## config.mk

```make
export PLATFORM = sky130hd
export DESIGN_NAME = enc4x2_req
export DESIGN_NICKNAME = d
export VERILOG_FILES = /design/src/rtl/enc4x2_req.sv
export SDC_FILE = /design/constraint.sdc
export NUM_CORES = 1
export LEC_CHECK = 0
export CORE_AREA = 2 2 39 41
export CTS_CLUSTER_DIAMETER = 30
export CTS_CLUSTER_SIZE = 14
export DETAILED_ROUTE_END_ITERATION = 16
export DIE_AREA = 0 0 41 43
export SLEW_MARGIN = 30
export SYNTH_ARGS = -nofsm -noshare
export SYNTH_HDL_FRONTEND = slang
export SYNTH_SLANG_ARGS = --single-unit
```

## constraint.sdc

```tcl
create_clock -name clk -period 2.2 [get_ports clk]
set_clock_uncertainty 0.1 [all_clocks]
set_input_delay 0.44 -clock clk [delete_from_list [all_inputs] [get_ports clk]]
set_output_delay 0.44 -clock clk [all_outputs]
set_load 0.02 [all_outputs]
```

## src/rtl/enc4x2_req.sv

```systemverilog
// Registered 4-to-2 priority request encoder with a valid/ack handshake.
// Sticky pending bits are served one at a time, and each code is held until it is acknowledged.
module enc4x2_req #(
    parameter bit HIGH_FIRST = 1'b1
) (
    input  logic       clk,
    input  logic       rst,
    input  logic       Enable,
    input  logic [3:0] Z,
    input  logic       Ack,
    output logic       A,
    output logic       B,
    output logic       Valid,
    output logic       Multi
);

    typedef enum logic {
        ST_IDLE = 1'b0,
        ST_HOLD = 1'b1
    } state_t;

    state_t     r_state;
    logic [3:0] r_pend;
    logic [1:0] r_code;
    logic       r_valid;
    logic       r_multi;

    logic       w_handshake;
    logic [3:0] w_clr;
    logic [3:0] w_pendNext;
    logic [3:0] w_pendLessOne;
    logic [1:0] w_winner;
    logic       w_multi;

    // A bit that is re-raised in the same cycle it is cleared stays set, because the OR is applied after the clear.
    always_comb begin
        w_handshake = (r_state == ST_HOLD) && Ack;
        w_clr       = 4'b0000;
        if (w_handshake) begin
            w_clr[r_code] = 1'b1;
        end
        w_pendNext = (r_pend & ~w_clr) | (Z & {4{Enable}});
    end

    always_comb begin
        w_winner = 2'd0;
        if (HIGH_FIRST) begin
            casez (r_pend)
                4'b1???: w_winner = 2'd3;
                4'b01??: w_winner = 2'd2;
                4'b001?: w_winner = 2'd1;
                default: w_winner = 2'd0;
            endcase
        end else begin
            casez (r_pend)
                4'b???1: w_winner = 2'd0;
                4'b??10: w_winner = 2'd1;
                4'b?100: w_winner = 2'd2;
                4'b1000: w_winner = 2'd3;
                default: w_winner = 2'd0;
            endcase
        end
        // Clearing the lowest set bit leaves a nonzero value exactly when two or more bits are set.
        w_pendLessOne = r_pend - 4'd1;
        w_multi       = (r_pend & w_pendLessOne) != 4'b0000;
    end

    always_ff @(posedge clk or posedge rst) begin
        if (rst) begin
            r_pend <= 4'b0000;
        end else begin
            r_pend <= w_pendNext;
        end
    end

    always_ff @(posedge clk or posedge rst) begin
        if (rst) begin
            r_state <= ST_IDLE;
            r_code  <= 2'd0;
            r_valid <= 1'b0;
            r_multi <= 1'b0;
        end else begin
            case (r_state)
                ST_IDLE: begin
                    if (r_pend != 4'b0000) begin
                        r_code  <= w_winner;
                        r_multi <= w_multi;
                        r_valid <= 1'b1;
                        r_state <= ST_HOLD;
                    end else begin
                        r_valid <= 1'b0;
                    end
                end
                ST_HOLD: begin
                    if (Ack) begin
                        r_valid <= 1'b0;
                        r_state <= ST_IDLE;
                    end
                end
                default: begin
                    r_valid <= 1'b0;
                    r_state <= ST_IDLE;
                end
            endcase
        end
    end

    assign A     = r_code[1];
    assign B     = r_code[0];
    assign Valid = r_valid;
    assign Multi = r_multi;

endmodule

```

==> results.toml <==
[outcome]
outcome = "finished, final reports clean"

[critical_path]
cp-start-kind = "flip-flop"
crit_arrival_ns = 1.31
crit_family = "buffers and inverters"
worstPathBufferInverterCount = 1
path_max_fanout = 6
crit_type = "reg -> out"
crit_path_end_kind = "output pin"
cp_slowest_stage_delay_ns = 0.64
worstPathRequired_ns = 1.66
crit_slowest_cell = "clkdlybuf4s50_1"
crit_chain = "clkdlybuf4s50_1"

[place]
place.gp.congestion = 0.705
numPortBuffers = 11
dp_hpwl_um = 696

[yosys]
synthArstFlopShare = 1.00
synthSimpleGateAreaFrac = 0.180
ys_seq_area_frac = 0.522
synth_top_area_frac = 0.522
yosys_warnings = 0
synth.distinct_cells = 19
synth-adder-area-share = 0
avgSynthCellArea_um2 = 9.38
synth_compound_area_frac = 0.214
netlist_top_cells_count = "dfrtp_1, o21ai_0, nand2_1, nor2_1"
syn-num-nets = 54
synth_flop_cell = "dfrtp_1"
ys_ff_latch = 9
yosys.area.top_type = "dfrtp_1"
synth_area_leaders = "dfrtp_1, o21ai_0, a22o_1"
yosys.area_share.xor_xnor = 0.0203
synth_most_common_cell = "dfrtp_1"
synthCells = 46
synth_top_family_by_area = "compound AO/OA/AOI/OAI gates"
synth_edf_count = 0
synth_area_um2 = 432
muxShareOfSynthArea = 0

[power]
p_seq_frac = 0.511
p_leak_nw = 0.233
p_int_w = 0.000322
switching_share = 0.321
pwr-share-clk = 0.268
total_power_w = 0.000474
vdd_ir_drop_max_uv = 297
switchingPower_w = 0.000152
pwr-share-comb = 0.221
p_per_area_mw_per_mm2 = 830

[finish]
diodes = 0
drive_gt1_frac = 0.0508
syn2layout_area_growth_pct = 32.5
register_area_um2 = 225
fill_cells = 153
fin_nets = 68
multiInputGateArea_um2 = 179

[cts]
cts_setup_buffers = 0
ctsHoldBuffers = 0
cts_buffers = 3
clk_path_buf_depth = 2
h-tree-depth = 1
clk_pin_slew_worst_paths_ns = 0.06
cts.sinks = 9
clk_latency_ns = 0.26
cts_tree = "done"
cts_resized = 0
cts-root-buf = "clkbuf_4"

[grt]
grt_pass1_wl_um = 1460
grt_pass1_vias = 342
grt.overflow.total = 0
grt_max_degree = 15
grtUsageTotal = 0.126
antenna_found_initial = 0

[floorplanning]
rows = 14
die_y_um = 43
core_area_mm2 = 0.00138
start_util = 0.312
io-pin-count = 12
die_x_um = 41
die_area_mm2 = 0.00176

[detailed_routing]
viasPerCell = 5.11
routed_wl_um = 913
antenna_left = 0
dr.pass1.iters = 4
wire_per_inst_um = 12.2
post-route-drc-count = 0
vias = 383
drt_iter0_drc = 4

[run]
maxCapViolCount = 0

[worst_hold_path]
hold_path.class = "in -> async"

[timing]
period_needed_ns = 1.85
finalSetupViolCount = 0
relSlewSlack = 0.751
fmax_mhz = 539
worst_slew_pin_slew_ns = 0.373
fin_crit_sh = 0.843
setup_tns_ns = 0
rsz0062_at_grt = "no"
final_hold_viol_count = 0
final_max_slew_viol_count = 0
[through the flow]
stage               std cells  utilization  area (um^2)  hold slack [ns]  setup slack [ns]
floorplan                  46            -          432            0.168             0.871
global placement           71        0.394          546            0.459             0.626
detailed placement         71        0.394          546            0.444             0.624
CTS                        75        0.413          572            0.352             0.341
global route               75        0.413          572            0.394             0.278
finish                     75        0.413          572            0.343             0.346
[worst paths after layout]
| kind | start | endpoint | slack [ns] | cells after the start |
|---|---|---|---|---|
| min | rst | r_pend[2]$_DFF_PP0_ | 0.34 | 2 |
| max reg2reg | r_pend[3]$_DFF_PP0_ | Multi$_DFFE_PP0P_ | 0.80 | 2 |
| min reg2reg | Valid$_DFFE_PP0P_ | Valid$_DFFE_PP0P_ | 0.45 | 2 |
| max | r_code[0]$_DFFE_PP0P_ | B | 0.35 | 1 |
| min in group clk | Valid$_DFFE_PP0P_ | Valid$_DFFE_PP0P_ | 0.45 | 2 |
| max in group asynchronous | rst | r_code[0]$_DFFE_PP0P_ | 1.40 | 2 |
[cell type report]
| class | count | share of cell area |
|---|---|---|
| Sequential cell | 9 | 0.394 |
| Multi-Input combinational cell | 32 | 0.313 |
| Timing Repair Buffer | 11 | 0.193 |
| Clock buffer | 4 | 0.0460 |
| Tap cell | 16 | 0.0350 |
| Inverter | 3 | 0.0197 |
[kinds of logic after synthesis]
logic type             count (synthesis)
AND/OR/NAND/NOR                       16
AO/OA/AOI/OAI                         15
flip-flops                             9
buffers and inverters                  5
XOR/XNOR                               1
[placed cells by master, fill, tap and decap left out]
cell type,count
a21oi_1,3
nand3_1,1
nor3_1,3
a22o_1,2
nand2b_1,1
inv_1,3
xor2_1,1
clkdlybuf4s50_1,11
clkbuf_4,3
nand2_1,4
nand4_1,1
clkbuf_1,1
o211ai_1,1
o21bai_1,1
nor2_1,4
or3_1,1
o311a_1,1
nand4b_1,1
dfrtp_1,9
o21ai_0,7
[registers in the layout (all words and copies together), names as in the netlist]
register  count
Multi         1
Valid         1
r_code        2
r_pend        4
r_state       1
[power groups by stage]
stage | Combinational [W] | Clock (W) | Sequential [W]
6_report | 0.000105 | 0.000127 | 0.000242
3_5_place_dp | 0.000107 | 0 | 0.000246
3_3_place_gp | 0.000105 | 0 | 0.000246
2_1_floorplan | 0.0000616 | 0 | 0.000240
5_1_grt | 0.000116 | 0.000144 | 0.000248
4_1_cts | 0.000107 | 0.000132 | 0.000243
[per-layer routing]
metal / wire length [um] / global-route usage / share of wire
met2: 462 / 0.184 / 0.51
met3: 23 / 0.0471 / 0.025
met4: 0 / 0.0800 / 0
met5: 0 / 0 / 0
met1: 428 / 0.148 / 0.47
(Power assumes the default switching activity.)
